File: src/rtl/alarm_controller.sv
// -----------------------------------------------------------------------------
// alarm_controller
//
// Alarm-system state machine producing the 8-bit front-panel status word.
// Runs the exit delay after arming, the entry delay when the door zone trips
// while armed, and a strobe pattern shown on the LEDs while arming and while
// the alarm is triggered.
//
// Optional feature (compile-time macro ALARM_AUTO_REARM_EN):
//   When defined, TRIGGERED returns to ARMED once the siren hold time has
//   elapsed with all zones clear. When undefined, TRIGGERED is left only by
//   arm_key or reset.
//
// Ports:
//   iCLK       in   1  system clock
//   iRST       in   1  asynchronous, active-high reset
//   tick       in   1  one-cycle 100 ms enable pulse
//   panic_key  in   1  one-cycle debounced panic pulse
//   arm_key    in   1  one-cycle debounced arm/disarm toggle pulse
//   zone       in   3  zone sensor levels, 1 = tripped; zone[0] is the door
//   led        out  8  registered status word
//   state      out  3  current state code
// -----------------------------------------------------------------------------
module alarm_controller #(
  parameter int EXIT_TICKS   = 100,
  parameter int ENTRY_TICKS  = 50,
  parameter int STROBE_TICKS = 2,
  parameter int SIREN_TICKS  = 600,
  parameter int TW           = 10
) (
  input  logic       iCLK,
  input  logic       iRST,
  input  logic       tick,
  input  logic       panic_key,
  input  logic       arm_key,
  input  logic [2:0] zone,
  output logic [7:0] led,
  output logic [2:0] state
);

  localparam logic [2:0] ST_DISARMED      = 3'd0;
  localparam logic [2:0] ST_ARM_PENDING   = 3'd1;
  localparam logic [2:0] ST_ARMED         = 3'd2;
  localparam logic [2:0] ST_ENTRY_PENDING = 3'd3;
  localparam logic [2:0] ST_TRIGGERED     = 3'd4;

  localparam logic [TW-1:0] TIMER_MAX   = '1;
  localparam logic [TW-1:0] EXIT_LAST   = TW'(EXIT_TICKS - 1);
  localparam logic [TW-1:0] ENTRY_LAST  = TW'(ENTRY_TICKS - 1);
  localparam logic [TW-1:0] STROBE_LAST = TW'(STROBE_TICKS - 1);
`ifdef ALARM_AUTO_REARM_EN
  localparam logic [TW-1:0] SIREN_LAST  = TW'(SIREN_TICKS - 1);
`endif

  // Every tick count has to fit the counter width, otherwise the delay
  // comparisons would silently wrap.
  if (EXIT_TICKS < 1 || EXIT_TICKS > 2**TW - 1) begin : g_bad_exit
    $error("alarm_controller: EXIT_TICKS does not fit in TW bits");
  end
  if (ENTRY_TICKS < 1 || ENTRY_TICKS > 2**TW - 1) begin : g_bad_entry
    $error("alarm_controller: ENTRY_TICKS does not fit in TW bits");
  end
  if (STROBE_TICKS < 1 || STROBE_TICKS > 2**TW - 1) begin : g_bad_strobe
    $error("alarm_controller: STROBE_TICKS does not fit in TW bits");
  end
  if (SIREN_TICKS < 1 || SIREN_TICKS > 2**TW - 1) begin : g_bad_siren
    $error("alarm_controller: SIREN_TICKS does not fit in TW bits");
  end

  logic [2:0]    next_state;
  logic          state_change;
  logic [TW-1:0] timer;
  logic [TW-1:0] strobe_div;
  logic          strobe;
  logic [2:0]    trig_zone;

  // Next-state logic. Illegal codes fall straight back to DISARMED; after
  // that panic beats arm_key, and arm_key beats every zone/timer event.
  always_comb begin
    next_state = state;
    if (state > ST_TRIGGERED) begin
      next_state = ST_DISARMED;
    end else if (panic_key) begin
      next_state = ST_TRIGGERED;
    end else begin
      case (state)
        ST_DISARMED: begin
          if (arm_key && zone == 3'b000)
            next_state = ST_ARM_PENDING;
        end
        ST_ARM_PENDING: begin
          if (arm_key)
            next_state = ST_DISARMED;
          else if (tick && timer == EXIT_LAST)
            next_state = (zone == 3'b000) ? ST_ARMED : ST_DISARMED;
        end
        ST_ARMED: begin
          if (arm_key)
            next_state = ST_DISARMED;
          else if (zone[2:1] != 2'b00)
            next_state = ST_TRIGGERED;
          else if (zone[0])
            next_state = ST_ENTRY_PENDING;
        end
        ST_ENTRY_PENDING: begin
          if (arm_key)
            next_state = ST_DISARMED;
          else if (zone[2:1] != 2'b00)
            next_state = ST_TRIGGERED;
          else if (tick && timer == ENTRY_LAST)
            next_state = ST_TRIGGERED;
        end
        ST_TRIGGERED: begin
          if (arm_key)
            next_state = ST_DISARMED;
`ifdef ALARM_AUTO_REARM_EN
          // The timer saturates rather than wrapping, so a zone held tripped
          // past the hold time re-arms on the first clear tick afterwards.
          else if (tick && timer >= SIREN_LAST && zone == 3'b000)
            next_state = ST_ARMED;
`endif
        end
        default: next_state = ST_DISARMED;
      endcase
    end
  end

  // A panic while already triggered is treated as a fresh entry so the
  // delay/siren timer restarts even though the state code does not change.
  assign state_change = (next_state != state) || panic_key;

  // State register and the per-state tick timer.
  always_ff @(posedge iCLK or posedge iRST) begin
    if (iRST) begin
      state <= ST_DISARMED;
      timer <= '0;
    end else begin
      state <= next_state;
      if (state_change)
        timer <= '0;
      else if (tick && timer != TIMER_MAX)
        timer <= timer + 1'b1;
    end
  end

  // Remembers every zone seen while triggered so the panel keeps showing the
  // cause after the sensor itself goes quiet.
  always_ff @(posedge iCLK or posedge iRST) begin
    if (iRST) begin
      trig_zone <= 3'b000;
    end else if (next_state == ST_TRIGGERED) begin
      trig_zone <= (state == ST_TRIGGERED) ? (trig_zone | zone) : zone;
    end else begin
      trig_zone <= 3'b000;
    end
  end

  // Strobe generator. It only runs while arming or triggered; ENTRY_PENDING
  // can only be reached from ARMED, so holding there keeps it at zero.
  always_ff @(posedge iCLK or posedge iRST) begin
    if (iRST) begin
      strobe_div <= '0;
      strobe     <= 1'b0;
    end else begin
      case (state)
        ST_ARM_PENDING, ST_TRIGGERED: begin
          if (tick) begin
            if (strobe_div == STROBE_LAST) begin
              strobe_div <= '0;
              strobe     <= ~strobe;
            end else begin
              strobe_div <= strobe_div + 1'b1;
            end
          end
        end
        ST_ENTRY_PENDING: begin
          strobe_div <= strobe_div;
          strobe     <= strobe;
        end
        default: begin
          strobe_div <= '0;
          strobe     <= 1'b0;
        end
      endcase
    end
  end

  // LED word is registered from the already-updated state, so it trails the
  // state code by one clock. led[5] is a spare and always reads 0.
  always_ff @(posedge iCLK or posedge iRST) begin
    if (iRST) begin
      led <= 8'h80;
    end else begin
      case (state)
        ST_DISARMED:      led <= {1'b1, 2'b00, zone, 2'b00};
        ST_ARM_PENDING:   led <= {1'b0, strobe, 6'b000000};
        ST_ARMED:         led <= 8'h40;
        ST_ENTRY_PENDING: led <= {2'b01, 1'b0, zone, 2'b00};
        ST_TRIGGERED:     led <= {2'b01, 1'b0, trig_zone, strobe, 1'b1};
        default:          led <= 8'h80;
      endcase
    end
  end

endmodule

File: config.mk
export PLATFORM = sky130hd
export DESIGN_NAME = alarm_controller
export DESIGN_NICKNAME = d
export VERILOG_FILES = /design/src/rtl/alarm_controller.sv
export SDC_FILE = /design/constraint.sdc
export NUM_CORES = 1
export LEC_CHECK = 0
export BUFFER_PORTS_ARGS = -buffer_cell sky130_fd_sc_hd__buf_4
export CORE_MARGIN = 8
export CORE_UTILIZATION = 25
export DETAILED_ROUTE_END_ITERATION = 8
export GPL_TIMING_DRIVEN = 0
export PLACE_DENSITY = 0.51
export SLEW_MARGIN = 20
export SYNTH_ARGS = -nofsm -noshare
export SYNTH_HDL_FRONTEND = slang
export SYNTH_SLANG_ARGS = --single-unit
File: constraint.sdc
create_clock -name iCLK -period 3.1 [get_ports iCLK]
set_input_delay 0.155 -clock iCLK [delete_from_list [all_inputs] [get_ports iCLK]]
set_output_delay 0.155 -clock iCLK [all_outputs]
set_load 0.03 [all_outputs]
* After elaboration in Yosys (flattened, before gate mapping) *
Cells that the tools add are included.

operators by class
  $add $sub $neg = 2
  multiply operators = 0
  divide/modulo/power cells = 0
  $lt $le $gt $ge = 1
  equality and inequality tests = 12
  shifts and indexed selects = 0
  multiplexer cells = 25
  bitwise gates (word level) = 3
  reductions and logical operators = 12

operators by type and width
  operator               count
  $mux 3                 14
  $mux 10                4
  $pmux 8 s5             1
  $add 10x1->10 const B  2
  $pmux 10 s2            1
  $pmux 3 s5             1
  $eq 10x1->1 const B    1
  $eq 10x6->1 const B    1
  $eq 10x7->1 const B    1
  $ne 10x10->1 const B   1
  $eq 3x2->1 const B     2
  $eq 3x3->1 const B     2
  $logic_not 3->1        2
  $logic_and 1x1->1      4
  $ne 2x2->1 const B     2
  $reduce_bool 2->1      2
  $eq 3x1->1 const B     1
  $gt 3x3->1 const B     1
  $ne 3x3->1             1
  $or 3x3->3             1
  $reduce_and 3->1       1
  $mux 1                 2
  $mux 2                 1
  $not 1->1              2
  other kinds (4)        4

storage, ports and cells
  register bits after elaboration = 35
  bits in latches = 0
  bits in writable memories = 0
  memory bits (read-only) = 0
  input bits = 8
  output and inout bits = 11
  word-level logic and storage cells = 61
  memories = 0

* Logic depth before layout (Yosys ltp) *
  word-level depth = 11
  mapped depth = 7
  mapped depth without buffers = 7

* Worst setup path after synthesis *
No wires, ideal clock.

  kind = register to register
  from = register state[1]
  to = register strobe_div[5]
  library setup time = 136 ps
  arrival = 1822 ps
  path slack = 1142 ps
  stages on the path, launching flop included = 8
  clock period less this slack = 1958 ps
  cell sequence = dfrtp_1 > clkbuf_1 > or3b_2 > o22ai_2 > buf_2 > nor3_1 > xnor2_1 > nor2_1

on the way
  word-level cells in the longest chain between the ends = 4
  elaborated cells on any way between the ends = 8
  classes of those cells = eq/ne (4); mux (1); bitwise (1); reduce/logical (2)

ends and longest elaborated chain
  what                                      line  source
  from (decl)                               38    output logic [2:0] state
  from (signal assigned)                    138   state <= next_state;
  $eq 3x3->1 or $eq 3x1->1 (tied branches)  165   case (state)
  $reduce_or 2->1                           165
  $ne 2x2->1 (no source line)               -
  $reduce_and 2->1 (no source line)         -
  to (signal assigned)                      172   strobe_div <= strobe_div + 1'b1;
  to (signal assigned)                      177   strobe_div <= strobe_div;
  to (decl)                                 73    logic [TW-1:0] strobe_div;

Several ways; a longest one is shown, not always the timed one.
A chain may end at the register's enable or synchronous reset.

* Final worst setup path *
  from = register timer[3]
  to = register timer[2]

on the way
  word-level cells in the longest chain between the ends = 11
  elaborated cells on any way between the ends = 18
  classes of those cells = eq/ne (4); mux (9); reduce/logical (5)

ends and longest elaborated chain
  what                                          line  source
  from (decl)                                   72    logic [TW-1:0] timer;
  from (signal assigned)                        142   timer <= timer + 1'b1;
  $eq 10x6->1                                   110   else if (tick && timer == ENTRY_LAST)
  $logic_and 1x1->1                             110
  $mux 3                                        110
  $mux 3                                        108   else if (zone[2:1] != 2'b00)
  $mux 3                                        106   if (arm_key)
  $pmux 3 s5                                    86    case (state)
  $mux 3                                        83    end else if (panic_key) begin
  $mux 3                                        81    if (state > ST_TRIGGERED) begin
  $ne 3x3->1                                    130   assign state_change = (next_state != state) || panic_key;
  $logic_or 1x1->1                              130
  $mux 10 or $reduce_bool 2->1 (tied branches)  -

Several ways; a longest one is shown, not always the timed one.

==> out/summary.txt <==
Clock Tree Buf Depth - 2
reg-to-reg endpoint - timer[2]
drt via density - 4.599
via count - 1458
hold buffers post-CTS - 0
reg2reg path depth - 5
Routed WL - 3952 um
Final GP Congestion - 0.7732
top post-synthesis cells by area - dfrtp_1 (44%), nor2_1 (6.1%), xnor2_1 (5.2%), nand2_1 (2.8%), xor2_1 (2.8%)
Place WS - 1013 ps
# resized after CTS - 0
EDFF count, synth - 0
Synth top area share - 44.44%
Avg Cell Area, Syn - 9.627 um2
fin area - 0.002247 mm2
Synth area leader - dfrtp_1
row count - 31
htree depth - 2
critical path class - flip-flop to flip-flop
met1 Track Usage GR - 10.18%
global-route wire length before repair - 6789 um
PD cells - 541.2 mW/mm2
#FFs+latches synth - 34
initial antenna violation count - 0
FF+latch area - 852.1 um2
GRT met2 Usage - 12.64%
Slew Viols, Final - 0
Num CTS Buffers - 5
hold violation total from the final report - 14
Antenna diodes - 0
core area - 0.007214 mm2
dpl hpwl - 2798 um
gr ovfl total - 0
Reg-to-Reg Start - timer[3]
initial DRC count - 81
GR peak layer - met2
footprint of the multi-input gates - 955.9 um2
Post-Place Cells - 309
clock sinks - 34
placed inst area - 0.002110 mm2
clk slew on worst S/H paths - 80 ps
max cap viols - 0
status - finished, violations left
Hold Crit Class - input pin to asynchronous set/reset pin
sequential share of the synthesized area - 45.86%
Cells after Synth - 193
setup TNS - 0 ps
RSZ-0062 raised after global routing - no
vias in the first global route - 1428
Mapped Area - 0.001858 mm2
CTS Root Cell - clkbuf_8
largest net degree at the start of global routing - 35
final worst-path cycle share - 66.64%
violations in the final reports - negative hold slack
grt met3 use - 2.589%
P_leak - 0.9109 nW
Worst Path Required - 3270 ps
setup repair bufs after CTS - 0
Setup Viol. Count Final - 0
Reg2Reg Setup Slack - 1030 ps
Area Overhead vs Synth - 20.94%
relative slew slack - 43.48%
min Tclk post-route - 2066 ps
Primary FF master, synth - dfrtp_1
Die X - 102.2 um
Power, Total - 1.216 mW
CP Launch Type - flip-flop
gr usage total - 8.248%
Worst-Skew Late Latency - 300 ps
unique cell type count in the Yosys netlist - 47
ys async rst share - 100.0%
fill cell count - 779
Final Skew - 13.12 ps
YS warnings - 0
layout cells sized above 1 - 22.02%
I/O Buffers - 17
Die H - 102.2 um
largest fanout on the critical path - 10
Nets - 229
wire length per cell - 12.47 um
worst vdd ir - 0.0001386 V
fmax - 484.0 MHz
measured slew at the worst slew-check pin - 840.6 ps
final setup margin - 1034 ps
Final ANT Viol Nets - 0
residual DRC count - 0
Hold WS - -11.39 ps
die area - 0.01045 mm2
DR pass1 iterations - 4
CTS tree - done
Worst setup EP type - flip-flop
CP arrival - 2240 ps
I/O pin count - 19
Initial Utilization - 25.75%
Synthesized Nets - 205
post-route insts no fill - 317
## cells in the mapped netlist (2+ instances only)
| cell type | instances |
|---|---|
| nand2_1 | 14 |
| nor2_1 | 30 |
| xnor2_1 | 11 |
| ha_1 | 4 |
| nor2b_1 | 2 |
| xor2_1 | 6 |
| nor3_1 | 7 |
| nor4_1 | 4 |
| nor3b_1 | 2 |
| nor4_4 | 2 |
| nand2b_1 | 5 |
| o21ai_0 | 6 |
| or3b_2 | 2 |
| o31ai_1 | 4 |
| nand3_1 | 7 |
| nand4_1 | 4 |
| dfrtp_1 | 33 |
| and2b_2 | 3 |
| a22o_1 | 3 |
| a21oi_1 | 9 |
| a31oi_1 | 2 |
| inv_1 | 5 |
| buf_2 | 4 |
## cell type report
| class | count | area share [%] |
|---|---|---|
| Buffer | 6 | 1.392 |
| Inverter | 5 | 0.8352 |
| Tap cell | 99 | 5.512 |
| Clock inverter | 3 | 3.062 |
| Sequential cell | 34 | 37.92 |
| Clock buffer | 5 | 3.062 |
| Timing Repair Buffer | 17 | 5.679 |
| Multi-Input combinational cell | 148 | 42.54 |
## worst max-delay path by stage
stage / start / depth (start not counted) / end / slack (ps)
2_1_floorplan: state[1] / 7 / strobe_div[5] / 1140
3_3_place_gp: timer[3] / 5 / timer[2] / 1030
5_1_grt: state[1] / 7 / strobe_div[3] / 910
3_5_place_dp: timer[3] / 5 / timer[2] / 1010
4_1_cts: timer[3] / 5 / timer[2] / 1000
6_report: timer[3] / 5 / timer[2] / 1030
## cell families (layout without fill, tap and decap cells)
| group | Yosys count | in the layout | synth area share, % |
|---|---|---|---|
| AND/OR/NAND/NOR | 89 | 89 | 26.46 |
| XOR/XNOR | 17 | 17 | 8.013 |
| buffers and inverters | 11 | 36 | 2.694 |
| multiplexers | 1 | 1 | 0.6060 |
| AO/OA/AOI/OAI | 36 | 36 | 13.47 |
| other | 1 | 1 | 0.2018 |
| flip-flops | 34 | 34 | 45.86 |
| adder cells (fa/ha/maj) | 4 | 4 | 2.694 |
## cell usage in the layout, fill, tap and decap left out, types with 2 or more instances in the layout
cell,n
nand2b_1,5
nor2_1,30
o31ai_1,4
and2b_2,3
nor4_4,2
xnor2_1,11
nor3b_1,2
nand2_1,14
clkbuf_8,5
ha_1,4
buf_4,18
a31oi_1,2
a22o_1,3
bufinv_16,2
inv_1,4
or3b_2,2
a21oi_1,9
dfrtp_1,33
nor2b_1,2
xor2_1,6
buf_2,4
nor4_1,4
nand3_1,7
nor3_1,7
nand4_1,4
o21ai_0,6
## per-stage QoR
stage,hold WS [ps],util [%]
global route,58.47,31.15
global placement,418.4,29.24
detailed placement,344.4,29.24
floorplan,294.7,-
finish,-11.39,31.15
CTS,15.85,31.15
## registers in the layout, summed over array words and instances, names as in the netlist
| register | cells |
|---|---|
| led | 7 |
| strobe_div | 10 |
| trig_zone | 3 |
| strobe | 1 |
| state | 3 |
| timer | 10 |
## layer usage
layer	share of wire (%)	vias to the layer above	wire [um]
met1	47	684	1871
met5	0	-	0
met3	6.1	8	241
met2	45	38	1766
met4	1.9	0	74
li1	-	728	-
## where the power goes
part           total [mW]  internal [mW]  switching (mW)
Sequential          0.514          0.482          0.0314
Combinational       0.203         0.0833           0.120
Clock               0.499          0.322           0.177
## critical path, stage by stage (launching register included)
cell and delay [ps]:
dfrtp_1 440, or4_4 600, nor4_4 340, nand4_1 200, nand4_2 270, nor3_1 100
No activity file was read; power rests on OpenSTA's default activity.
